<file path="src/rtl/vga_seq_pkg.sv">
// Shared opcodes, FSM state encoding and reset defaults for the VGA frame sequencer.
package vga_seq_pkg;

  localparam logic [2:0] OP_NOP        = 3'd0;
  localparam logic [2:0] OP_RUN        = 3'd1;
  localparam logic [2:0] OP_STOP       = 3'd2;
  localparam logic [2:0] OP_STEP       = 3'd3;
  localparam logic [2:0] OP_SET_SPEED  = 3'd4;
  localparam logic [2:0] OP_SET_MODE   = 3'd5;
  localparam logic [2:0] OP_SET_DIR    = 3'd6;
  localparam logic [2:0] OP_LOAD_PHASE = 3'd7;

  typedef enum logic {
    ST_RUN  = 1'b0,
    ST_STOP = 1'b1
  } seq_state_t;

  localparam seq_state_t RST_STATE = ST_RUN;
  localparam logic       RST_DIR   = 1'b0;

endpackage

</file>
<file path="src/rtl/vga_frame_edge.sv">
// Normalises vsync polarity and produces a one-clock frame-start pulse on
// the inactive-to-active transition, entirely in the pixel clock domain.
module vga_frame_edge
  import vga_seq_pkg::*;
#(
  parameter bit VSYNC_POL = 1'b1
) (
  input  logic clk,
  input  logic rst_n,
  input  logic vsync,
  output logic fs
);

  logic vsync_act_s;
  logic vsync_q_r;

  assign vsync_act_s = VSYNC_POL ? vsync : ~vsync;

  // previous-cycle copy of the active-high vsync
  always_ff @(posedge clk or negedge rst_n) begin
    if (!rst_n) begin
      vsync_q_r <= 1'b0;
    end else begin
      vsync_q_r <= vsync_act_s;
    end
  end

  assign fs = vsync_act_s & ~vsync_q_r;

endmodule

</file>
<file path="src/rtl/vga_frame_sequencer.sv">
// Frame-synchronous animation controller: one-entry command slot, RUN/STOP
// FSM, prescaler and phase/mode registers, all committed at frame start.
module vga_frame_sequencer
  import vga_seq_pkg::*;
#(
  parameter int PHASE_W   = 10,
  parameter int SPEED_W   = 3,
  parameter int MODE_W    = 2,
  parameter int VSYNC_POL = 1
) (
  input  logic               clk,
  input  logic               rst_n,
  input  logic               vsync,
  input  logic               cmd_valid,
  output logic               cmd_ready,
  input  logic [2:0]         cmd_op,
  input  logic [PHASE_W-1:0] cmd_arg,
  output logic [PHASE_W-1:0] phase,
  output logic [MODE_W-1:0]  mode,
  output logic               running,
  output logic               frame_tick
);

  localparam logic [PHASE_W-1:0] PHASE_ONE  = {{(PHASE_W-1){1'b0}}, 1'b1};
  localparam logic [SPEED_W-1:0] PRESC_ONE  = {{(SPEED_W-1){1'b0}}, 1'b1};
  localparam logic [SPEED_W-1:0] PRESC_ZERO = {SPEED_W{1'b0}};

  seq_state_t         state_r, state_nxt_s;
  logic               pend_vld_r;
  logic [2:0]         pend_op_r;
  logic [PHASE_W-1:0] pend_arg_r;
  logic [SPEED_W-1:0] speed_r, speed_nxt_s;
  logic [SPEED_W-1:0] presc_r, presc_nxt_s;
  logic               dir_r, dir_nxt_s;
  logic [PHASE_W-1:0] phase_r, phase_nxt_s;
  logic [MODE_W-1:0]  mode_r, mode_nxt_s;
  logic               tick_r, tick_nxt_s;
  logic               fs_s, accept_s, commit_s, advance_s;
  logic [2:0]         op_s;

  vga_frame_edge #(
    .VSYNC_POL (VSYNC_POL != 0)
  ) u_frame_edge (
    .clk   (clk),
    .rst_n (rst_n),
    .vsync (vsync),
    .fs    (fs_s)
  );

  // Accept and commit are mutually exclusive, so a command taken in the
  // frame-start cycle naturally waits for the following frame start.
  assign cmd_ready = ~pend_vld_r;
  assign accept_s  = cmd_valid & ~pend_vld_r;
  assign commit_s  = fs_s & pend_vld_r;
  assign op_s      = commit_s ? pend_op_r : OP_NOP;

  // one-entry pending command slot
  always_ff @(posedge clk or negedge rst_n) begin
    if (!rst_n) begin
      pend_vld_r <= 1'b0;
      pend_op_r  <= OP_NOP;
      pend_arg_r <= {PHASE_W{1'b0}};
    end else if (accept_s) begin
      pend_vld_r <= 1'b1;
      pend_op_r  <= cmd_op;
      pend_arg_r <= cmd_arg;
    end else if (commit_s) begin
      pend_vld_r <= 1'b0;
    end
  end

  // RUN/STOP state register
  always_ff @(posedge clk or negedge rst_n) begin
    if (!rst_n) begin
      state_r <= RST_STATE;
    end else begin
      state_r <= state_nxt_s;
    end
  end

  // frame-boundary decision: advance uses pre-commit state, speed and dir
  always_comb begin
    state_nxt_s = state_r;
    speed_nxt_s = speed_r;
    dir_nxt_s   = dir_r;
    presc_nxt_s = presc_r;
    phase_nxt_s = phase_r;
    mode_nxt_s  = mode_r;
    advance_s   = 1'b0;
    tick_nxt_s  = 1'b0;
    if (fs_s) begin
      if (state_r == ST_RUN) begin
        advance_s   = (presc_r == speed_r);
        presc_nxt_s = advance_s ? PRESC_ZERO : (presc_r + PRESC_ONE);
      end else begin
        advance_s = (op_s == OP_STEP);
      end
      if (advance_s) begin
        phase_nxt_s = dir_r ? (phase_r - PHASE_ONE) : (phase_r + PHASE_ONE);
      end else begin
        phase_nxt_s = phase_r;
      end
      case (op_s)
        OP_RUN: begin
          state_nxt_s = ST_RUN;
          presc_nxt_s = PRESC_ZERO;
        end
        OP_STOP:       state_nxt_s = ST_STOP;
        OP_SET_SPEED:  speed_nxt_s = pend_arg_r[SPEED_W-1:0];
        OP_SET_MODE:   mode_nxt_s  = pend_arg_r[MODE_W-1:0];
        OP_SET_DIR:    dir_nxt_s   = pend_arg_r[0];
        OP_LOAD_PHASE: begin
          phase_nxt_s = pend_arg_r;
          presc_nxt_s = PRESC_ZERO;
        end
        default: begin
          state_nxt_s = state_r;
        end
      endcase
      tick_nxt_s = (phase_nxt_s != phase_r) | (mode_nxt_s != mode_r);
    end else begin
      tick_nxt_s = 1'b0;
    end
  end

  // datapath registers
  always_ff @(posedge clk or negedge rst_n) begin
    if (!rst_n) begin
      speed_r <= PRESC_ZERO;
      presc_r <= PRESC_ZERO;
      dir_r   <= RST_DIR;
      phase_r <= {PHASE_W{1'b0}};
      mode_r  <= {MODE_W{1'b0}};
      tick_r  <= 1'b0;
    end else begin
      speed_r <= speed_nxt_s;
      presc_r <= presc_nxt_s;
      dir_r   <= dir_nxt_s;
      phase_r <= phase_nxt_s;
      mode_r  <= mode_nxt_s;
      tick_r  <= tick_nxt_s;
    end
  end

  assign phase      = phase_r;
  assign mode       = mode_r;
  assign frame_tick = tick_r;
  assign running    = (state_r == ST_RUN);

endmodule

</file>
<file path="config.mk">
export PLATFORM = sky130hd
export DESIGN_NAME = vga_frame_sequencer
export DESIGN_NICKNAME = d
export VERILOG_FILES = /design/src/rtl/vga_seq_pkg.sv /design/src/rtl/vga_frame_edge.sv /design/src/rtl/vga_frame_sequencer.sv
export SDC_FILE = /design/constraint.sdc
export NUM_CORES = 1
export LEC_CHECK = 0
export BUFFER_PORTS_ARGS = -buffer_cell sky130_fd_sc_hd__buf_2
export CAP_MARGIN = 20
export CORE_UTILIZATION = 51
export CTS_CLUSTER_SIZE = 14
export DETAILED_ROUTE_END_ITERATION = 8
export MAX_ROUTING_LAYER = met4
export PLACE_DENSITY = 0.74
export SYNTH_ARGS = -nofsm -noshare
export SYNTH_HDL_FRONTEND = slang
export SYNTH_HIERARCHICAL = 1
export SYNTH_SLANG_ARGS = --single-unit
</file>
<file path="constraint.sdc">
create_clock -name clk -period 2 [get_ports clk]
set_input_delay 0.1 -clock clk [delete_from_list [all_inputs] [get_ports clk]]
set_output_delay 0.1 -clock clk [all_outputs]
set_load 0.01 [all_outputs]
</file>
Word level (Yosys, flattened, before mapping)
Index checks and enable logic that the tools add are counted.
- register bits after elaboration: 36
- input bits: 17
- output and inout port bits: 15
- logic and storage cells: 55
- add/subtract/negate cells: 3
- equality and inequality tests: 11
- mux-type cells: 16
- bitwise logic cells: 7
- reduce and logical (&&, ||, !) cells: 7
- operators by type and width (operator ; count):
    $mux 10 ; 4
    $eq 3x3->1 const B ; 4
    $mux 3 ; 4
    $add 10x1->10 const B ; 1
    $ne 10x10->1 ; 1
    $sub 10x1->10 const B ; 1
    $reduce_and 2->1 ; 4
    $eq 3x2->1 const B ; 2
    $mux 1 ; 5
    $mux 2 ; 2
    $reduce_bool 2->1 ; 2
    $add 3x1->3 const B ; 1
    $and 1x1->1 ; 3
    $eq 3x1->1 const B ; 1
    $eq 3x3->1 ; 1
    $not 1->1 ; 3
    $ne 2x2->1 ; 1
    $ne 2x2->1 const B ; 1
    $pmux 1 s2 ; 1
    $reduce_or 2->1 ; 1
    $or 1x1->1 ; 1

Longest topological paths before layout
Gate-level depths: netlist of run 1.
- depth in word-level cells: 13
- gate-level depth with buffers: 9
- mapped depth without buffers: 8

Cells and area by module
The synthesis of run 1 kept the hierarchy.
- modules (own cells, without submodules) (module ; instances ; cells an instance ; area each (µm²) ; seq. area each (µm²)):
    vga_frame_sequencer ; 1 ; 220 ; 2189.6 ; 875.8
    vga_frame_edge ; 1 ; 2 ; 38.8 ; 25.0

Worst setup path after synthesis of run 1
OpenSTA, ideal clock, no wires.
- kind: register to register
- start point: register dir_r
- end point: register phase_r[9], in the netlist phase[9]
- setup time: 0.132 ns
- arrival time: 2.059 ns
- data required time: 1.868 ns
- path slack: -0.191 ns
- stages on the path, launching flop included: 9
- buffers on the path: 0
- period minus slack after synthesis: 2.191 ns
- cell sequence: dfrtp_1 ha_1 a21oi_2 nand2_1 o21ai_2 a211oi_2 or2_1 a2111oi_0 nor2_1
- word-level cells in the longest chain between the ends: 4
- RTL lines (item ; RTL line ; RTL):
    start, declared ; vga_frame_sequencer.sv:34 ; logic dir_r, dir_nxt_s;
    start signal, assigned ; vga_frame_sequencer.sv:138 ; dir_r <= dir_nxt_s;
    $mux 10 ; vga_frame_sequencer.sv:99 ; phase_nxt_s = dir_r ? (phase_r - PHASE_ONE) : (phase_r + PHASE_ONE);
    $mux 10 ; vga_frame_sequencer.sv:98 ; if (advance_s) begin
    $mux 10 ; vga_frame_sequencer.sv:103 ; case (op_s)
    $mux 10 ; vga_frame_sequencer.sv:91 ; if (fs_s) begin
    end signal, assigned ; vga_frame_sequencer.sv:132 ; phase_r <= {PHASE_W{1'b0}};
    end signal, assigned ; vga_frame_sequencer.sv:139 ; phase_r <= phase_nxt_s;
    end, declared ; vga_frame_sequencer.sv:35 ; logic [PHASE_W-1:0] phase_r, phase_nxt_s;
Every way passes these cells. The select of a mux whose other input is x is not followed.
A chain may end at the register's enable or synchronous reset.

Worst setup path in the final report of run 1
- start point: register dir_r
- end point: register tick_r, in the netlist frame_tick
- word-level cells in the longest chain between the ends: 7
- RTL lines (item ; RTL line ; RTL):
    $mux 10 ; vga_frame_sequencer.sv:99 ;
    $mux 10 ; vga_frame_sequencer.sv:98 ;
    $mux 10 ; vga_frame_sequencer.sv:103 ;
    $mux 10 ; vga_frame_sequencer.sv:91 ;
    $ne 10x10->1 ; vga_frame_sequencer.sv:120 ; tick_nxt_s = (phase_nxt_s != phase_r) | (mode_nxt_s != mode_r);
    $or 1x1->1 ; vga_frame_sequencer.sv:120 ;
    $mux 1 ; vga_frame_sequencer.sv:91 ;
    via tick_nxt_s ; vga_frame_sequencer.sv:37 ; logic tick_r, tick_nxt_s;
    end signal, assigned ; vga_frame_sequencer.sv:141 ; tick_r <= tick_nxt_s;
    end, declared ; vga_frame_sequencer.sv:37 ;
The timed path passes the listed nets, and every way through them passes these cells. The select of a mux whose other input is x is not followed.

==> metrics.csv, run 1 <==
metric;value;unit
min Tclk post-route;2.184;ns
Cell Rows;23;
hold path startpoint;cmd_arg[0];
RR Startpoint;dir_r$_DFFE_PN0P_;
Hold WC Path Type;primary input to register;
ys async rst share;100.0;%
initial antenna violation count;0;
Cells after Synth;222;
Top FF cell, synth;dfrtp_1;
CTS tree;done;
Remaining Overflow, GRT;0;
PortBufs;31;
Post-synth EDFFs;0;
post-synthesis sequential area ratio;40.43;%
startpoint types;register;
VDD IR max;0.9417;mV
Critical Path Fanout Max;4;
DRT Wirelength;5.786;mm
core area;4086;sq um
synth unique cells;54;
violated checks;negative setup slack;
Max Clock Freq;0.4578;GHz
total power;4.969;mW
total track usage;29.45;%
Ports;32;
RSZ-0062 raised after global routing;yes;
Routed Antenna Nets;0;
Clk Latency, worst-skew pair;0.29;ns
Sink Count;36;
routed via count;1984;
slew margin rel.;43.91;%
Critical Path Sink Type;register;
Synth warnings;6;
Die X;68.10;um
Root Driver;clkbuf_8;
Placed Area;2689;sq um
cell taking the most area after synthesis;dfrtp_1;
top post-synthesis cells by area;dfrtp_1, mux2_2, xnor2_1;
DRC violations left;0;
CP required;2.19;ns
htree depth;2;
Final Slew Violations;0;
leak pwr;1.329;nW
synthesized area per cell;10.04;sq um
final setup fails;2;
Tightest Pin Transition;0.8414;ns
critical path launch point;dir_r$_DFFE_PN0P_;
Syn Nets;249;
largest net degree at the start of global routing;37;
layout cell share with drive strength beyond 1;42.32;%
vias in the first global route;1975;
die height;68.10;um
post-synth top area share;40.43;%
DR WL/cell;16.87;um
length of the first detailed-routing pass in iterations;5;
Critical Path AT;2.37;ns
Die ar.;4638;sq um
fin area;2923;sq um
worst setup path category;register to register;
post-synthesis cell area;2228;sq um
Nets;319;
PwrDens;1700;nW/um^2
fill cell count;308;
clk buf depth;2;
synthesis-to-finish area growth;31.16;%
max_cap viols;0;
outcome;complete, but fails checks;
Initial Util;54.53;%
Antenna Cells;0;
period utilisation layout;109.2;%
First DRT Iteration DRCs;133;
setup ws final;-0.1844;ns
Yosys reg bits;36;
Worst-path clk slew;0.07;ns
Placer Congestion;0.8778;
first-pass GRT wire length;9.542;mm
total CTS buffers;5;
HPWL Detailed;3.890;mm
worst clock skew;0.007993;ns
Via-to-Cell Ratio;5.784;
Final Hold Viols;0;
[cell usage in the layout, fill, tap and decap left out, drive strengths merged, types with 4 or more instances in the layout]
master  instances
mux2           19
buf            70
xnor2          15
inv             5
a21o            4
dfrtp          36
o22ai           6
nor2           22
xor2            6
clkbuf          8
nor3            5
ha              9
nand2          14
o21ai          12
a21oi          19
nand3           6
[path summary, 6_finish.rpt]
path / endpoint / slack (ns) / depth (start not counted)
hold / removal: pend_arg_r[0]$_DFFE_PN0P_ / 0.03 / 2
min in group asynchronous: speed_r[1]$_DFFE_PN0P_ / 0.44 / 2
hold reg to reg: presc_r[2]$_DFFE_PN0P_ / 0.51 / 1
setup / recovery: frame_tick$_DFF_PN0_ / -0.18 / 9
max in group asynchronous: phase[1]$_DFFE_PN0P_ / 0.97 / 2
setup reg to reg: frame_tick$_DFF_PN0_ / -0.18 / 9
[through the flow]
step / worst slack (ns) / setup TNS, ns / hold slack (ns) / std cells / utilization (%)
final: -0.1844 / -0.3279 / 0.03327 / 343 / 71.52
after floorplan: -0.06116 / -0.1071 / -0.1956 / 222 / -
after detailed placement: -0.1636 / -0.2907 / 0.2261 / 327 / 65.80
after CTS: -0.1191 / -0.2323 / 0.03175 / 343 / 71.31
after global routing: -0.2763 / -0.7235 / 0.03600 / 343 / 71.52
after global placement: -0.1401 / -0.2450 / 0.2282 / 327 / 65.80
[registers in the layout, summed over array words and instances (netlist names), 2 cells and up]
| name | count |
|---|---|
| presc_r | 3 |
| phase | 10 |
| speed_r | 3 |
| pend_op_r | 3 |
| pend_arg_r | 10 |
| mode | 2 |
[routing by layer]
layer,global-route usage (%),wire [um],vias up
li1,-,-,942
met1,37.83,2609,948
met2,44.61,2685,75
met3,6.833,355,19
met4,11.72,135,0
met5,-,0,-
[synthesized netlist by cell type, drive strengths merged, types with 2 or more instances]
| master | number |
|---|---|
| inv | 5 |
| a21o | 4 |
| a21boi | 2 |
| nand2 | 14 |
| nand3 | 6 |
| o211ai | 2 |
| dfrtp | 36 |
| nor4 | 2 |
| clkbuf | 5 |
| o21ai | 12 |
| nor2 | 22 |
| nand4 | 2 |
| mux2 | 19 |
| o22ai | 6 |
| nor3 | 5 |
| ha | 9 |
| nor3b | 2 |
| a21oi | 19 |
| or2 | 2 |
| xnor2 | 15 |
| xor2 | 6 |
| buf | 4 |
[power breakdown]
| group | switching [mW] | internal [mW] |
|---|---|---|
| clock | 0.260 | 0.281 |
| sequential | 0.315 | 1.02 |
| combinational | 1.48 | 1.61 |
| total | 2.06 | 2.91 |
[critical path: stages (launching register included)]
cell,delay [ns]
dfrtp_2,0.44
buf_6,0.13
fa_2,0.37
a21oi_2,0.13
o211ai_1,0.09
a221o_1,0.34
o21ai_2,0.15
xnor2_1,0.15
a21boi_1,0.09
a31o_1,0.19
[logic make-up (layout without fill, tap and decap cells)]
kind of cell               count (synthesis)  count (layout)  share of synthesized area (%)
and+or+nand+nor                           63              63                          15.50
AOI/OAI and AO/OA                         58              58                          17.13
DFF                                       36              36                          40.43
xor gates and xnor gates                  21              21                          8.254
muxes                                     20              20                          10.05
buffers and inverters                     14              85                          2.695
adders and majority gates                 10              10                          5.952
[cell type report]
cell class	instances	area, sq um	share of cell area, %
well taps	50	62.56	2.140
inverters	5	18.77	0.6421
flip-flops and latches	36	904.6	30.95
multi-input cells	172	1371	46.92
clock buffers	8	90.09	3.082
repair buffers	72	475.5	16.27
[repair_timing]
action	4_1_cts	5_1_grt
endpoints found under the setup margin	3	7
resized for setup	12	4
hold endpoints to repair	37	0
pin swaps	3	2
hold buffers	2	0
buffers inserted	6	2
Power figures use the tool's default switching activity.
==> run 2: changes to the inputs <==
ABC_AREA = 1   (was unset)
CORE_UTILIZATION = 52   (was 51)
PLACE_DENSITY = 0.75   (was 0.74)
==> run 2 against run 1 <==
Effect of this change: the flow finishes with violations (design-rule violations, negative setup slack); largest cell class unchanged; critical path type unchanged; critical endpoint unchanged; design area up 8.5%; via count up 23%; register-to-register slack better by 0.09 ns; routed wire length up 4.3%; total power up 8.9%.
==> metrics.csv, run 2 <==
metric;value;unit;change
max_cap viols;0;;unchanged
Max Clock Freq;0.4773;GHz;+4.3%
PwrDens;1706;nW/um^2;+0.35%
Ports;32;;unchanged
post-synth top area share;35.98;%;-4.4 points
outcome;complete, but fails checks;;
R2R setup slack;-0.1;ns;+0.09 ns
routed via count;2433;;+23%
top post-synthesis cells by area;dfrtp_1, nand2_1, nand3_1;;
RR Startpoint;u_frame_edge/vsync_q_r$_DFF_PN0_;;
Synth warnings;6;;unchanged
setup ws final;-0.09520;ns;+0.08921 ns
worst setup path category;register to register;;
Crit-path slowest cell;dfrtp_1;;
RSZ-0062 raised after global routing;yes;;
Final Slew Violations;0;;unchanged
DR WL/cell;13.11;um;-22%
PortBufs;31;;unchanged
Via-to-Cell Ratio;5.289;;-8.6%
first-pass GRT wire length;10.39;mm;+8.9%
Worst R2R Path Depth;13;;+4
most common cell in the netlist;nand2_1;;
DRC violations left;1;;+1
Worst-path clk slew;0.07;ns;about the same
post-synthesis sequential area ratio;35.98;%;-4.4 points
Routed Antenna Nets;0;;unchanged
cell taking the most area after synthesis;dfrtp_1;;
most frequent cells in the layout;nand2_1, nand3_1, dfrtp_1;;
clk buf depth;2;;unchanged
worst-path cell chain;nor2_2 -> buf_4 -> buf_4 -> nand4_1 -> o21ai_0 -> nand2_1 -> xor2_1 -> nor2_1 -> nand2_1 -> a21oi_1 -> nand4_1 -> nor2_1 -> nor2_1;;
Placed Area;2893;sq um;+7.6%
Critical Path AT;2.26;ns;-0.11 ns
largest net degree at the start of global routing;37;;unchanged
total CTS buffers;5;;unchanged
Nets;435;;+36%
Tightest Pin Transition;0.8163;ns;-0.02506 ns
commonest non-fill, non-tap cell in the layout;nand2_1;;
total track usage;26.83;%;-2.6 points
reg2reg end;frame_tick$_DFF_PN0_;;
leak pwr;1.630;nW;+23%
period utilisation layout;104.8;%;-4.5 points
Commonest cells post-synth;nand2_1, nand3_1, dfrtp_1, inv_1, o21ai_0;;
Final Hold Viols;0;;unchanged
Post-synth EDFFs;0;;unchanged
synth unique cells;33;;-39%
DP Worst Slack;-0.1754;ns;-0.01173 ns
Critical Path Sink Type;register;;
min Tclk post-route;2.095;ns;-0.08921 ns
Root Driver;clkbuf_8;;
First DRT Iteration DRCs;194;;+46%
CP most frequent cell;nor2_1;;
final setup fails;1;;-1
DRT Wirelength;6.032;mm;+4.3%
Post-Place Cells;444;;+36%
core area;4504;sq um;+10%
Remaining Overflow, GRT;0;;unchanged
length of the first detailed-routing pass in iterations;6;;+1
synthesized area per cell;7.299;sq um;-27%
Cell Rows;24;;+4.3%
CTS tree;done;;
VDD IR max;0.9253;mV;-1.7%
violated checks;design-rule violations, negative setup slack;;
htree depth;2;;unchanged
Antenna Cells;0;;unchanged
post-synthesis cell area;2504;sq um;+12%
Die X;71.39;um;+4.8%
Cells after Synth;343;;+55%
Yosys reg bits;36;;unchanged
CP required;2.16;ns;-0.03 ns
worst clock skew;0.006065;ns;-0.001928 ns
Clk Latency, worst-skew pair;0.29;ns;about the same
layout cell share with drive strength beyond 1;30.15;%;-12 points
HPWL Detailed;4.377;mm;+13%
Non-Filler Instances;460;;+34%
die height;71.39;um;+4.8%
synthesis-to-finish area growth;26.64;%;
hold path depth;2;;unchanged
Placer Congestion;0.9376;;+6.8%
hold path startpoint;cmd_arg[5];;
Hold WC Path Type;primary input to register;;
Hold Path Sink;pend_arg_r[5]$_DFFE_PN0P_;;
Syn Nets;370;;+49%
final setup TNS;-0.09520;ns;+0.2327 ns
ys async rst share;100.0;%;unchanged
initial antenna violation count;0;;unchanged
Top FF cell, synth;dfrtp_1;;
Sink Count;36;;unchanged
slew margin rel.;45.58;%;+1.7 points
crit-path max cell delay;0.37;ns;-0.07 ns
Die ar.;5097;sq um;+9.9%
vias in the first global route;2330;;+18%
fin area;3171;sq um;+8.5%
Initial Util;55.58;%;+1.1 points
startpoint types;register;;
Critical Path Fanout Max;10;;+6
## run 2: report_power, final
| group | leakage, nW | total [mW] | switching [mW] | internal (mW) |
|---|---|---|---|---|
| Combinational | 1.15 | 3.66 | 2.06 | 1.60 |
| Clock | 0.0410 | 0.492 | 0.255 | 0.237 |
| Sequential | 0.439 | 1.25 | 0.242 | 1.01 |
| Total | 1.63 | 5.41 | 2.56 | 2.85 |
## run 2: cells by family after synthesis
group | synth area share (%)
xor gates and xnor gates | 1.700
AOI/OAI and AO/OA | 7.496
muxes | 3.149
adders and majority gates | 5.297
and+or+nand+nor | 39.03
buffers and inverters | 7.346
DFF | 35.98
## run 2: what timing repair did
item	in CTS	in global routing
hold endpoints to repair	37	0
resized for setup	22	10
setup endpoints to repair	1	4
hold buffers	2	0
buffers inserted	3	4
pin swaps	4	4
## run 2: area by class of cell
class                           instances  area (sq um)
Multi-Input combinational cell        263          1564
Fill cell                             387          1334
Sequential cell                        36         902.1
Timing Repair Buffer                   65         422.9
Inverter                               37         138.9
Clock buffer                            6         72.57
Tap cell                               52         65.06
Clock inverter                          1         5.005
## run 2: worst max-delay path, delay by kind of cell, from the launching register on
kind	cells	cell delay, ns
XOR/XNOR	1	0.15
AND/OR/NAND/NOR	8	0.81
buffers and inverters	2	0.28
AO/OA/AOI/OAI	2	0.35
flip-flops	1	0.37
## run 2: layer usage
metal / up-vias / share of wire [%] / track usage, %
met3: 10 / 4.6 / 4.360
li1: 1259 / - / -
met1: 1102 / 48 / 36.50
met2: 62 / 45 / 41.48
met4: 0 / 1.7 / 8.000
met5: - / 0 / -
## run 2: how the worst max path moves through the flow
stage                                     startpoint                   end  slack (ns)  cells past startpoint
detailed placement                 dir_r$_DFFE_PN0P_  frame_tick$_DFF_PN0_       -0.18                     15
global route                       dir_r$_DFFE_PN0P_  frame_tick$_DFF_PN0_       -0.24                     15
CTS                                dir_r$_DFFE_PN0P_  frame_tick$_DFF_PN0_       -0.06                     16
finish              u_frame_edge/vsync_q_r$_DFF_PN0_  frame_tick$_DFF_PN0_        -0.1                     13
global placement                   dir_r$_DFFE_PN0P_  frame_tick$_DFF_PN0_       -0.14                     15
floorplan                       phase[0]$_DFFE_PN0P_  frame_tick$_DFF_PN0_        0.03                     15
## run 2: through the flow
step                      total power [mW]  hold WS, ns  util [%]
after floorplan                      3.510      -0.1956         -
after global placement               4.422       0.2223     64.22
after detailed placement             4.507       0.2282     64.22
after CTS                            5.325      0.03416     69.19
after global routing                 5.925      0.03928     70.39
final                                5.410      0.03767     70.39
==> run 3: changes to the inputs <==
CORE_UTILIZATION = 35   (was 52)
PLACE_DENSITY = 0.54   (was 0.75)
==> run 3 against run 2 <==
Effect of this change: the run ends with negative setup slack left; routed wire length rose by 3.1%; non-clock buffer count increased by 6; total power is 4.1% higher; first-iteration DRC count down 57%; critical path depth up 3; combinational power grew 2%; sequential cell count is the same; design area increased by 3.9%; worst hold slack improved by 0.0059 ns; critical endpoint unchanged; largest cell class unchanged; highest routed layer unchanged.
==> metrics.csv, run 3 (synthesis gave the netlist of run 2 again) <==
metric;value;unit;change
clk buf depth;2;;unchanged
critical path launch point;dir_r$_DFFE_PN0P_;;
Placer Congestion;0.7704;;-18%
setup ws final;-0.09186;ns;+0.003337 ns
RSZ-0062 raised after global routing;yes;;
Reg area;902.1;sq um;unchanged
max_cap viols;0;;unchanged
largest net degree at the start of global routing;37;;unchanged
Antenna Cells;0;;unchanged
CTS tree;done;;
Critical Path Fanout Max;4;;-6
VDD IR max;0.5400;mV;-42%
Initial Util;36.45;%;-19 points
Hold WC Path Type;primary input to register;;
Worst-path clk slew;0.08;ns;about the same
highest metal used;met4;;
Routed Antenna Nets;0;;unchanged
crit-path max cell delay;0.43;ns;+0.06 ns
first-pass GRT wire length;10.51;mm;+1.1%
period utilisation layout;104.6;%;-0.17 points
CP required;2.16;ns;about the same
final setup fails;1;;unchanged
DR WL/cell;12.17;um;-7.2%
PwrDens;1711;nW/um^2;+0.26%
hold path startpoint;cmd_arg[6];;
fin area;3293;sq um;+3.9%
min Tclk post-route;2.092;ns;-0.003337 ns
Placed Area;3015;sq um;+4.2%
Tightest Pin Transition;0.8303;ns;+0.01398 ns
leak pwr;1.667;nW;+2.2%
NetSw;2.569;mW;+0.42%
worst clock skew;0.01274;ns;+0.006672 ns
synthesis-to-finish area growth;31.53;%;
commonest non-fill, non-tap cell in the layout;nand2_1;;
length of the first detailed-routing pass in iterations;4;;-2
Combinational Power Share;66.1;%;-1.6 points
Final Slew Violations;0;;unchanged
met2 routed WL;2.649;mm;-2.9%
routed via count;2361;;-3.0%
DR WL met3;266;um;-5.0%
total CTS buffers;5;;unchanged
most frequent cells in the layout;nand2_1, nand3_1, buf_4;;
area occupied by multi-input gates;1553;sq um;-0.72%
slew margin rel.;44.65;%;-0.93 points
Max Clock Freq;0.4780;GHz;+0.16%
Cell Rows;30;;+25%
worst-path cell chain;buf_4 -> fa_2 -> nand2_2 -> nand2_2 -> nand3_1 -> nand2_1 -> nand2_1 -> nand3_1 -> nand3_1 -> nand2_1 -> nand2_1 -> nand2_1 -> inv_1 -> nand3_1 -> nor2_1 -> nor2_1;;
fill cell count;702;;+81%
CP most frequent cell;nand2_1;;
worst setup path category;register to register;;
wl on met1;3.245;mm;+11%
First DRT Iteration DRCs;84;;-57%
violated checks;negative setup slack;;
Root Driver;clkbuf_8;;
Die ar.;7495;sq um;+47%
Die X;86.58;um;+21%
initial antenna violation count;0;;unchanged
RR Startpoint;dir_r$_DFFE_PN0P_;;
startpoint types;register;;
PortBufs;31;;unchanged
Clk Latency, worst-skew pair;0.29;ns;about the same
DRC violations left;0;;-1
Sink Count;36;;unchanged
Final Hold Viols;0;;unchanged
total power;5.633;mW;+4.1%
DP Worst Slack;-0.2019;ns;-0.02654 ns
total track usage;18.54;%;-8.3 points
DRT Wirelength;6.218;mm;+3.1%
htree depth;2;;unchanged
Remaining Overflow, GRT;0;;unchanged
Critical Path AT;2.25;ns;about the same
clock share of power;11.6;%;+2.5 points
switching share of power;45.60;%;-1.7 points
Crit-path slowest cell;dfrtp_2;;
core area;6869;sq um;+53%
outcome;complete, but fails checks;;
vias in the first global route;2180;;-6.4%
Via-to-Cell Ratio;4.620;;-13%
Reg power frac;22.4;%;-0.8 points
Critical Path Sink Type;register;;
layout cell share with drive strength beyond 1;30.60;%;+0.46 points
Ports;32;;unchanged
die height;86.58;um;+21%
Power Internal;3.065;mW;+7.5%
final setup TNS;-0.09186;ns;+0.003337 ns
Nets;441;;+1.4%
HPWL Detailed;4.786;mm;+9.3%
## run 3: cell count changes in the layout (fill, tap and decap cells not counted)
cell | previous run | this run
buf_8 | 0 | 1
nand3_2 | 10 | 6
clkbuf_1 | 1 | 0
bufinv_16 | 0 | 1
nand2_1 | 92 | 93
clkinvlp_4 | 0 | 1
a21oi_4 | 0 | 1
nand3_1 | 45 | 49
a21oi_1 | 8 | 7
buf_6 | 2 | 0
nand2_2 | 11 | 10
buf_4 | 30 | 37
## run 3: area by class of cell
class | count | area share [%]
well taps | 96 | 3.647
multi-input cells | 263 | 47.15
clock inverters | 3 | 1.292
inverters | 37 | 4.217
repair buffers | 71 | 14.21
flip-flops and latches | 36 | 27.39
clock buffers | 5 | 2.090
## run 3: metrics by stage
| step | utilization [%] | hold slack, ns | instances |
|---|---|---|---|
| after floorplan | - | -0.1956 | 343 |
| after global placement | 43.90 | 0.2232 | 497 |
| after detailed placement | 43.90 | 0.2300 | 497 |
| after CTS | 47.41 | 0.03647 | 511 |
| after global routing | 47.94 | 0.03091 | 511 |
| final | 47.94 | 0.04361 | 511 |
## run 3: power by group through the flow
stage	Clock (mW)	Sequential (mW)	Combinational (mW)
floorplan	0	1.34	2.17
global placement	0	1.28	3.31
detailed placement	0	1.29	3.35
CTS	0.670	1.26	3.66
global route	0.704	1.31	4.18
finish	0.653	1.26	3.72
## run 3: worst max-delay path, delay by kind of cell, from the launching register on
kind | cells | cell delay [ns]
AND/OR/NAND/NOR | 13 | 0.98
flip-flops | 1 | 0.43
adder cells (fa/ha/maj) | 1 | 0.34
buffers and inverters | 2 | 0.18
## run 3: path summary, 6_finish.rpt
| path | endpoint | cells past startpoint | slack, ns |
|---|---|---|---|
| min in group asynchronous | speed_r[0]$_DFFE_PN0P_ | 2 | 0.44 |
| max | frame_tick$_DFF_PN0_ | 16 | -0.09 |
| min reg2reg | presc_r[2]$_DFFE_PN0P_ | 1 | 0.49 |
| min | pend_arg_r[6]$_DFFE_PN0P_ | 2 | 0.04 |
| max in group asynchronous | dir_r$_DFFE_PN0P_ | 2 | 1.00 |
| max reg2reg | frame_tick$_DFF_PN0_ | 16 | -0.09 |
## run 3: metal layers
metal  track usage (%)  up-vias
met5                 -        -
met1             27.19     1047
met3             3.238        4
met2             27.06       45
met4             3.182        0
li1                  -     1265
## run 3: what timing repair did
item,4_1_cts,5_1_grt
gates resized for setup,19,8
endpoints found under the hold margin,37,0
hold buffers,2,0
pin swaps,5,4
setup buffers,4,0
endpoints found under the setup margin,2,4
